`config.mk`:
```
export PLATFORM = sky130hd
export DESIGN_NAME = fp_to_fixed_conv_flat
export DESIGN_NICKNAME = d
export VERILOG_FILES = /design/src/rtl/fp_pkg.sv /design/src/rtl/fp_to_fixed_conv_if.sv /design/src/rtl/fp32_classify.sv /design/src/rtl/fp_to_fixed_conv.sv /design/src/flat_wrapper.sv
export SDC_FILE = /design/constraint.sdc
export NUM_CORES = 1
export LEC_CHECK = 0
export BUFFER_PORTS_ARGS = -buffer_cell sky130_fd_sc_hd__buf_2
export CAP_MARGIN = 20
export CORE_ASPECT_RATIO = 0.7
export CORE_MARGIN = 5
export CORE_UTILIZATION = 60
export CTS_BUF_LIST = sky130_fd_sc_hd__clkbuf_8
export DETAILED_ROUTE_END_ITERATION = 10
export HOLD_SLACK_MARGIN = 0.02
export PLACE_DENSITY = 0.89
export SETUP_SLACK_MARGIN = 0.2
export SLEW_MARGIN = 40
export SYNTH_ARGS = -nofsm -noshare
export SYNTH_HDL_FRONTEND = slang
export SYNTH_HIERARCHICAL = 1
export SYNTH_SLANG_ARGS = --single-unit
```
`constraint.sdc`:
```
create_clock -name clk -period 6.67 [get_ports clk]
set_input_delay 0.3335 -clock clk [delete_from_list [all_inputs] [get_ports clk]]
set_output_delay 0.3335 -clock clk [all_outputs]
set_load 0.02 [all_outputs]
```
`src/rtl/fp_pkg.sv`:
```
// fp_pkg: IEEE-754 single-precision field widths, bias and value classes
// shared by the float-handling blocks.
package fp_pkg;
    localparam int FP32_EXP_W = 8;
    localparam int FP32_MAN_W = 23;
    localparam int FP32_BIAS  = 127;
    typedef enum logic [1:0] {FP_ZERO, FP_NORM, FP_INF, FP_NAN} fp_class_t;
endpackage

```
`src/rtl/fp_to_fixed_conv_if.sv`:
```
// fp_to_fixed_conv_if: float input stream and fixed-point output stream,
// both valid/ready, as seen by the converter (slave) and its neighbours (master).
interface fp_to_fixed_conv_if #(parameter int OUT_W = 24);
    logic             in_valid;
    logic             in_ready;
    logic [31:0]      in_data;
    logic             out_valid;
    logic             out_ready;
    logic [OUT_W-1:0] out_data;
    logic             out_ovf;
    logic             out_nan;
    modport master (output in_valid, in_data, out_ready,
                    input  in_ready, out_valid, out_data, out_ovf, out_nan);
    modport slave  (input  in_valid, in_data, out_ready,
                    output in_ready, out_valid, out_data, out_ovf, out_nan);
endinterface

```
`src/rtl/fp32_classify.sv`:
```
// fp32_classify: splits an IEEE-754 single into sign, exponent and hidden-bit
// significand, and classifies it (denormals are treated as zero).
module fp32_classify
    import fp_pkg::*;
(
    input  logic [31:0]           data_i,
    output logic                  sign_o,
    output logic [FP32_EXP_W-1:0] exp_o,
    output logic [FP32_MAN_W:0]   mant_ext_o,
    output fp_class_t             cls_o
);
    logic [FP32_MAN_W-1:0] man;
    assign sign_o     = data_i[31];
    assign exp_o      = data_i[30 -: FP32_EXP_W];
    assign man        = data_i[FP32_MAN_W-1:0];
    assign mant_ext_o = {|exp_o, man};
    assign cls_o      = (exp_o == '0) ? FP_ZERO :
                        (&exp_o) ? ((man != '0) ? FP_NAN : FP_INF) : FP_NORM;
endmodule

```
`src/rtl/fp_to_fixed_conv.sv`:
```
// fp_to_fixed_conv: 3-stage float -> signed fixed-point converter (classify, align, round/saturate).
// Define FP2FIX_ROUND_EN for round-to-nearest-even; otherwise the magnitude is truncated.
module fp_to_fixed_conv
    import fp_pkg::*;
#(
    parameter int OUT_W     = 24,
    parameter int FRAC_BITS = 22
)(
    input logic               clk,
    input logic               reset,
    fp_to_fixed_conv_if.slave bus
);
    localparam int M_W = FP32_MAN_W + 1;
    localparam logic signed [9:0] SH_OFS  = 10'(FP32_BIAS + FP32_MAN_W - FRAC_BITS);
    localparam logic signed [9:0] MAX_LSH = 10'(OUT_W - M_W);
    localparam logic [OUT_W-1:0] POS_MAX = {1'b0, {(OUT_W-1){1'b1}}};
    localparam logic [OUT_W-1:0] NEG_MAX = {1'b1, {(OUT_W-1){1'b0}}};

    logic en;
    logic                  s1_sign_d, s1_valid_q, s1_sign_q;
    logic [FP32_EXP_W-1:0] s1_exp_d, s1_exp_q;
    logic [M_W-1:0]        s1_mant_d, s1_mant_q;
    fp_class_t             s1_cls_d, s1_cls_q;
    logic                  s2_valid_q, s2_sign_q, s2_ovf_d, s2_ovf_q, s2_nan_d, s2_nan_q;
    logic [OUT_W-1:0]      s2_mag_d, s2_mag_q;
    logic                  out_valid_q, out_ovf_d, out_ovf_q, out_nan_q;
    logic [OUT_W-1:0]      out_data_d, out_data_q;
    logic signed [9:0]     sh;
    logic [9:0]            rs;
    logic [M_W-1:0]        rmag;
    logic [OUT_W:0]        mag_r;
    logic                  inc;

    assign en           = ~out_valid_q | bus.out_ready;
    assign bus.in_ready = en;
    assign bus.out_valid = out_valid_q;
    assign bus.out_data  = out_data_q;
    assign bus.out_ovf   = out_ovf_q;
    assign bus.out_nan   = out_nan_q;

    fp32_classify u_cls (
        .data_i     (bus.in_data),
        .sign_o     (s1_sign_d),
        .exp_o      (s1_exp_d),
        .mant_ext_o (s1_mant_d),
        .cls_o      (s1_cls_d)
    );

    // sh is the left-shift that puts the significand LSB onto the output LSB grid
    assign sh = $signed({2'b00, s1_exp_q}) - SH_OFS;
    assign rs = -sh;

`ifdef FP2FIX_ROUND_EN
    localparam int RS_W = M_W + 2;
    localparam logic [9:0] RS_LIM = 10'(RS_W);
    logic [M_W+RS_W-1:0] wide;
    logic                rsh_ok, s2_guard_d, s2_sticky_d, s2_guard_q, s2_sticky_q;
    always_comb begin
        wide        = {s1_mant_q, {RS_W{1'b0}}} >> rs;
        rmag        = wide[M_W+RS_W-1:RS_W];
        rsh_ok      = (s1_cls_q == FP_NORM) && sh[9];
        s2_guard_d  = rsh_ok && (rs < RS_LIM) && wide[RS_W-1];
        s2_sticky_d = rsh_ok && ((rs >= RS_LIM) || (|wide[RS_W-2:0]));
    end
    assign inc = s2_guard_q & (s2_sticky_q | s2_mag_q[0]);
`else
    assign rmag = s1_mant_q >> rs;
    assign inc  = 1'b0;
`endif

    always_comb begin
        s2_nan_d = s1_cls_q == FP_NAN;
        s2_ovf_d = (s1_cls_q == FP_INF) || ((s1_cls_q == FP_NORM) && (sh > MAX_LSH));
        s2_mag_d = ((s1_cls_q != FP_NORM) || s2_ovf_d) ? '0 :
                   sh[9] ? OUT_W'(rmag) : OUT_W'(s1_mant_q) << sh;
    end

    // negative side reaches one LSB further than positive, so the limit depends on sign
    always_comb begin
        mag_r      = {1'b0, s2_mag_q} + (OUT_W+1)'(inc);
        out_ovf_d  = s2_ovf_q | (mag_r > {1'b0, s2_sign_q ? NEG_MAX : POS_MAX});
        out_data_d = s2_nan_q ? '0 :
                     out_ovf_d ? (s2_sign_q ? NEG_MAX : POS_MAX) :
                     s2_sign_q ? -mag_r[OUT_W-1:0] : mag_r[OUT_W-1:0];
    end

    always_ff @(posedge clk) begin
        if (reset) begin
            s1_valid_q  <= 1'b0;
            s1_sign_q   <= 1'b0;
            s1_exp_q    <= '0;
            s1_mant_q   <= '0;
            s1_cls_q    <= FP_ZERO;
            s2_valid_q  <= 1'b0;
            s2_sign_q   <= 1'b0;
            s2_ovf_q    <= 1'b0;
            s2_nan_q    <= 1'b0;
            s2_mag_q    <= '0;
            out_valid_q <= 1'b0;
            out_ovf_q   <= 1'b0;
            out_nan_q   <= 1'b0;
            out_data_q  <= '0;
        end else if (en) begin
            s1_valid_q  <= bus.in_valid;
            s1_sign_q   <= s1_sign_d;
            s1_exp_q    <= s1_exp_d;
            s1_mant_q   <= s1_mant_d;
            s1_cls_q    <= s1_cls_d;
            s2_valid_q  <= s1_valid_q;
            s2_sign_q   <= s1_sign_q;
            s2_ovf_q    <= s2_ovf_d;
            s2_nan_q    <= s2_nan_d;
            s2_mag_q    <= s2_mag_d;
            out_valid_q <= s2_valid_q;
            out_ovf_q   <= out_ovf_d;
            out_nan_q   <= s2_nan_q;
            out_data_q  <= out_data_d;
        end
    end

`ifdef FP2FIX_ROUND_EN
    always_ff @(posedge clk) begin
        if (reset) begin
            s2_guard_q  <= 1'b0;
            s2_sticky_q <= 1'b0;
        end else if (en) begin
            s2_guard_q  <= s2_guard_d;
            s2_sticky_q <= s2_sticky_d;
        end
    end
`endif
endmodule
```
`src/flat_wrapper.sv`:
```
// flat-port wrapper written by rule: the top's interface ports become plain ports
module fp_to_fixed_conv_flat import fp_pkg::*;
#(
    parameter int OUT_W     = 24,
    parameter int FRAC_BITS = 22
)
  (clk, reset, bus_in_valid, bus_in_data, bus_out_ready, bus_in_ready, bus_out_valid, bus_out_data, bus_out_ovf, bus_out_nan);
  fp_to_fixed_conv_if #(.OUT_W(OUT_W)) bus_i ();
  input logic clk;
  input logic reset;
  input wire logic [$bits(bus_i.in_valid)-1:0] bus_in_valid;
  input wire logic [$bits(bus_i.in_data)-1:0] bus_in_data;
  input wire logic [$bits(bus_i.out_ready)-1:0] bus_out_ready;
  output wire logic [$bits(bus_i.in_ready)-1:0] bus_in_ready;
  output wire logic [$bits(bus_i.out_valid)-1:0] bus_out_valid;
  output wire logic [$bits(bus_i.out_data)-1:0] bus_out_data;
  output wire logic [$bits(bus_i.out_ovf)-1:0] bus_out_ovf;
  output wire logic [$bits(bus_i.out_nan)-1:0] bus_out_nan;
  assign bus_i.in_valid = bus_in_valid;
  assign bus_i.in_data = bus_in_data;
  assign bus_i.out_ready = bus_out_ready;
  assign bus_in_ready = bus_i.in_ready;
  assign bus_out_valid = bus_i.out_valid;
  assign bus_out_data = bus_i.out_data;
  assign bus_out_ovf = bus_i.out_ovf;
  assign bus_out_nan = bus_i.out_nan;
  fp_to_fixed_conv #(.OUT_W(OUT_W), .FRAC_BITS(FRAC_BITS)) u_core (.clk(clk), .reset(reset), .bus(bus_i));
endmodule
```
# Word level (Yosys, flattened, before mapping)
# Index checks and enable logic that the tools add are counted.
[totals]
register_bits = 91
inputBits = 36
output_inout_bits = 28
wordCells = 44
[op_classes]
n_addsub = 3
order_cmp = 2
n_eq_ne = 4
n_shift = 2
n_mux = 9
n_bitwise = 3
reduce_logical = 7
[op_table]
columns = ["operator", "n"]
rows = [
  ["$mux W24", 6],
  ["$gt A24 B24 Y1", 1],
  ["$neg A24 Y24", 1],
  ["$shl A24 B10 Y24", 1],
  ["$shr A24 B10 Y24", 1],
  ["$reduce_bool A23 Y1", 1],
  ["$gt A10 B1 Y1 const B", 1],
  ["$neg A10 Y10", 1],
  ["$sub A8 B8 Y9 const B", 1],
  ["$logic_not A8 Y1", 1],
  ["$reduce_and A8 Y1", 1],
  ["$reduce_or A8 Y1", 1],
  ["$eq A2 B2 Y1 const B", 2],
  ["$mux W2", 2],
  ["$eq A2 B1 Y1 const B", 1],
  ["$logic_or A1 B1 Y1", 2],
  ["$ne A2 B1 Y1 const B", 1],
  ["$or A1 B1 Y1", 2],
  ["$logic_and A1 B1 Y1", 1],
  ["$mux W1", 1],
  ["$not A1 Y1", 1],
]

# Depth between registers and ports, before layout
[depth]
depth_word = 6
ltp_mapped = 14
mapped_depth_nobuf = 11

# Modules after synthesis
# Netlist, hierarchy kept.
[modules_own_cells]
columns = ["module", "instances", "cells_each", "area_per_inst_um2", "seq_area_each_um2"]
rows = [
  ["fp_to_fixed_conv", 1, 930, 7423.4, 1821.7],
  ["fp32_classify", 1, 47, 339.1, 0.0],
]

# Worst setup path before layout
# OpenSTA, ideal clock, no wires.
[synth_timing]
path_kind = "register to register"
from = "reg u_core.s1_exp_q[0]"
to = "reg u_core.s2_mag_q[12]"
t_arrival_ns = 3.498
t_required_ns = 6.610
setup_slack_ns = 3.112
path_stages_with_launch = 15
path_cell_list = "dfxtp_1 -> buf_6 -> buf_2 -> inv_2 -> buf_1 -> ha_1 -> nor3b_1 -> nand3_1 -> ha_1 -> nor3_1 -> nand2b_1 -> clkbuf_1 -> nor3_1 -> a21boi_1 -> a221o_1"
[synth_via]
elab_chain_cells = 6
word_cells_on_any_way = 10
cone_classes = "2 x add/sub; 1 x order compare; 2 x shift; 2 x mux; 3 x reduce/logical"
[synth_rtl]
columns = ["item", "line_no", "text"]
rows = [
  ["start, declared", "fp_to_fixed_conv.sv:21", "logic [FP32_EXP_W-1:0] s1_exp_d, s1_exp_q;"],
  ["start signal, assigned", "fp_to_fixed_conv.sv:106", "s1_exp_q <= s1_exp_d;"],
  ["$sub A8 B8 Y9 (*)", "fp_to_fixed_conv.sv:50", "assign sh = $signed({2'b00, s1_exp_q}) - SH_OFS;"],
  ["branches (longest 4 deep; another with $neg A10 Y10)", "n/a", ""],
  ["$mux W24 (*)", "fp_to_fixed_conv.sv:74", "s2_mag_d = ((s1_cls_q != FP_NORM) || s2_ovf_d) ? '0 :"],
  ["end signal, assigned", "fp_to_fixed_conv.sv:113", "s2_mag_q <= s2_mag_d;"],
  ["end, declared", "fp_to_fixed_conv.sv:25", "logic [OUT_W-1:0] s2_mag_d, s2_mag_q;"],
]
# Every way passes the cells marked *.
# A chain may end at the register's enable or synchronous reset.

# Worst setup path after layout
# Same ends and word-level chain as after synthesis.

==> results.txt <==
----------------------------------------------------
[Floorplanning]
  Placeable core region ... 12550 um2
  Number of placement rows ... 34
  Width of the die ... 146.0 um
  Overall die height ... 105.2 um
  Die Footprint ... 15350 um2
  I/O pin count ... 64
  Starting utilization of the core area ... 61.85%

[STA]
  Number of hold violations in the final report ... 0
  RSZ-0062 raised after global routing ... no
  # setup viols final ... 0
  Slew headroom ... 44.61%
  Timing-limited maximum frequency ... 255.9 MHz
  Summed negative setup slack over all endpoints ... 0 ns
  Min cycle time layout ... 3.908 ns
  Final critical-path share of the clock period ... 58.59%
  Clock tree skew after final layout ... 0.01405 ns
  Worst Hold Slack ... 0.2059 ns
  Post-layout worst setup margin ... 2.762 ns
  Worst Tran Pin Value ... 0.8308 ns
  Slew Viols, Final ... 0

[Route]
  Routed wire per std cell ... 20.76 um
  Number of iterations in the first detailed-routing pass ... 8
  Final ANT Viol Nets ... 0
  Detailed Route WL ... 23.19 mm
  Vias post-DR ... 7652
  Post-detailed-route DRC marker count ... 0
  Number of DRC markers in iteration 0 ... 1167
  Routed via count divided by cell count ... 6.850

[Critical path]
  Worst-path maximum fanout ... 15
  Startpoint type of the worst setup path ... register
  Critical path data arrival time ... 4.23 ns
  Total buffers and inverters traversed by the critical path ... 1
  Family of cells with the greatest summed delay on the critical path ... simple AND/OR/NAND/NOR gates
  Critical Path End Type ... register
  Highest-delay cell along the critical path ... sky130_fd_sc_hd__nor3b_1
  Slowest cell delay on critical path ... 0.67 ns
  Data required time of the worst path ... 6.99 ns
  Crit-path cells ... inv_2 -> ha_1 -> nor3b_1 -> nand3_1 -> ha_1 -> nor3_1 -> nand2b_1 -> nor3_1 -> a21boi_1 -> a221o_1
  Category of the critical setup timing path ... reg2reg

[Finish]
  Area growth syn-to-layout ... 3.433%
  Final design utilization ... 63.98%
  Register area ... 1824 um2
  Area occupied by multi-input gates ... 5329 um2
  Final #Nets ... 1013
  Number of antenna diodes ... 0
  Proportion of layout cells with a drive suffix above 1 ... 17.70%
  Cell area after layout ... 8029 um2
  Number of standard cells in the final layout excluding fillers ... 1117
  Number of filler cells placed in the layout ... 1069

[Logic synthesis]
  Average size of a mapped cell ... 7.945 um2
  Adder-Cell Fraction of Synth Area ... 4.352%
  Top post-synthesis cells by area ... sky130_fd_sc_hd__dfxtp_1 (23%), sky130_fd_sc_hd__mux4_2 (8.7%), sky130_fd_sc_hd__nand2_1 (7.8%)
  Proportion of synthesized flip-flops having asynchronous set or reset ... 0%
  Synth cell types ... 76
  Portion of the post-synthesis area used by sequential elements ... 23.47%
  Post-synthesis simple-gate area fraction ... 21.42%
  Combinational family with the most area after synthesis ... compound AO/OA/AOI/OAI gates
  Mux cell area share after synthesis ... 19.29%
  Net count after synthesis ... 1040
  Cells after Synth ... 977
  XOR/XNOR share of the synthesized area ... 1.112%
  Cell type with the highest aggregate area in the netlist ... sky130_fd_sc_hd__dfxtp_1
  Prevailing post-synth register cell ... sky130_fd_sc_hd__dfxtp_1
  Post-synth EDFFs ... 0
  Netlist Area Pre-Place ... 7762 um2
  Warnings from Yosys ... 6
  Fraction of synthesized cell area taken by the top area cell type ... 23.47%
  Compound-Gate Fraction of Synth Area ... 22.03%
  Flip-flop and latch count after synthesis ... 91

[Global routing]
  GR Layer Usage met2 ... 41.09%
  Overflow left after global routing ... 0
  Total global routing track utilization ... 30.00%
  Number of antenna violations at the first check in global routing ... 0
  GRT met1 Usage ... 45.86%
  Busiest layer in global routing ... met1
  First-pass GRT wire length ... 37.79 mm
  Vias in the first global route ... 6841
  Maximum number of pins on one net before global-route repair ... 59
  Global-route track usage on met3 ... 9.303%

[Clock network]
  Number of buffers inserted by hold repair at cts ... 0
  Clock transition at the register clock pins on the worst setup and hold paths after CTS ... 0.10 ns
  Root buffer cell ... sky130_fd_sc_hd__clkbuf_8
  TritonCTS clock tree ... done
  Clock network latency to the later pin of the worst-skew pair ... 0.37 ns
  Count of instances resized after the clock tree is built ... 0
  CTS buffer count ... 9
  CTS sink cnt ... 91
  Maximum clock insertion buffer count ... 2
  CTS HTree Levels ... 3
  Number of buffers added for setup after CTS ... 0

[Outcome]
  Run status ... complete, no violations

[Pwr]
  Pleak ... 3.103 nW
  Maximum vdd ir drop ... 101.8 uV
  Design Power ... 1.415 mW
  Power density over the cells ... 176.3 nW/um2

[Place]
  Post-Place Cells ... 1101
  Dpl cell area ... 7812 um2
  Final weighted congestion of routability-driven global placement ... 0.9825
  Sum of net half-perimeters after detailed placement ... 17.17 mm
  Post-placement worst setup slack ... 2.915 ns
  Number of I/O port buffers ... 63

[Job]
  Max Cap Violations ... 0

[Worst hold path]
  Hold Path Class ... in2reg

----------------------------------------------------
[cell families after synthesis]
family,Yosys count
xor+xnor,9
fa+ha+maj,27
flops,91
mux,108
simple gates,352
buf+inv,128
compound gates,262
[where the power goes]
part / total, mW / internal [mW] / leakage, nW / switching [mW]
clock network: 0.395 / 0.178 / 0.107 / 0.218
logic: 0.413 / 0.161 / 2.25 / 0.252
registers: 0.607 / 0.565 / 0.746 / 0.0419
[Yosys cell counts, types with 6 or more instances]
master / count
sky130_fd_sc_hd__nor4_1: 11
sky130_fd_sc_hd__o21ai_1: 13
sky130_fd_sc_hd__a22oi_1: 6
sky130_fd_sc_hd__nor2b_1: 7
sky130_fd_sc_hd__buf_4: 33
sky130_fd_sc_hd__nor2_1: 60
sky130_fd_sc_hd__dfxtp_1: 91
sky130_fd_sc_hd__inv_1: 9
sky130_fd_sc_hd__o211ai_1: 17
sky130_fd_sc_hd__a211oi_1: 13
sky130_fd_sc_hd__xnor2_1: 6
sky130_fd_sc_hd__a21oi_1: 79
sky130_fd_sc_hd__mux2_2: 20
sky130_fd_sc_hd__o21ai_0: 54
sky130_fd_sc_hd__o22ai_1: 6
sky130_fd_sc_hd__nand2b_1: 8
sky130_fd_sc_hd__nand2_1: 161
sky130_fd_sc_hd__nor3_1: 29
sky130_fd_sc_hd__buf_2: 15
sky130_fd_sc_hd__ha_1: 27
sky130_fd_sc_hd__a32oi_1: 10
sky130_fd_sc_hd__mux2i_1: 57
sky130_fd_sc_hd__buf_1: 9
sky130_fd_sc_hd__clkbuf_1: 56
sky130_fd_sc_hd__or4_1: 7
sky130_fd_sc_hd__nand3_1: 24
sky130_fd_sc_hd__mux4_2: 30
sky130_fd_sc_hd__nand4_1: 13
sky130_fd_sc_hd__o31a_1: 7
[layout by cell type (no fill, tap or decap), types with 20 or more instances in the layout]
cell type / instances
sky130_fd_sc_hd__nand2_1: 161
sky130_fd_sc_hd__dfxtp_1: 89
sky130_fd_sc_hd__a21oi_1: 79
sky130_fd_sc_hd__buf_2: 63
sky130_fd_sc_hd__nor2_1: 58
sky130_fd_sc_hd__mux2i_1: 57
sky130_fd_sc_hd__o21ai_0: 54
sky130_fd_sc_hd__mux4_2: 30
sky130_fd_sc_hd__nor3_1: 29
sky130_fd_sc_hd__ha_1: 27
sky130_fd_sc_hd__nand3_1: 24
sky130_fd_sc_hd__mux2_2: 20
[flip-flops by register name, indices dropped and copies added (netlist names)]
register and count:
u_core/s2_ovf_q 1, u_core/s2_valid_q 1, u_core/bus.out_data 24, u_core/bus.out_ovf 1, u_core/s2_sign_q 1, u_core/bus.out_valid 1, u_core/bus.out_nan 1, u_core/s1_sign_q 1
u_core/s1_exp_q 8, u_core/s2_nan_q 1, u_core/s1_cls_q 2, u_core/s1_valid_q 1, u_core/s2_mag_q 24, u_core/s1_mant_q 24
[final timing paths]
path	depth (start not counted)	end	from	slack (ns)
min reg2reg	2	u_core/bus.out_data[0]	u_core/bus.out_data[0]	0.46
max reg2reg	10	u_core/s2_mag_q[12]	u_core/s1_exp_q[0]	2.76
max	10	u_core/s2_mag_q[12]	u_core/s1_exp_q[0]	2.76
min	3	u_core/s1_valid_q	bus_in_valid	0.21
[layout make-up]
cell class              instances  share of cell area [%]
repair buffers                 78                   5.330
clock inverters                 7                  0.9506
clock buffers                   9                   1.543
flip-flops and latches         91                   22.72
multi-input cells             758                   66.37
well taps                     162                   2.525
inverters                      12                  0.5610
[per-layer routing]
metal,up-vias,part of all wire [%]
met5,-,0
met4,0,2.0
met3,54,14
met2,508,40
met1,3543,45
li1,3547,-
[worst min-delay path: cells and delay by family]
family	cells	cell delay, ns
compound gates	1	0.05
buf+inv	1	0.10
simple gates	1	0.05
Note: power is estimated with default switching activity, not from simulation.
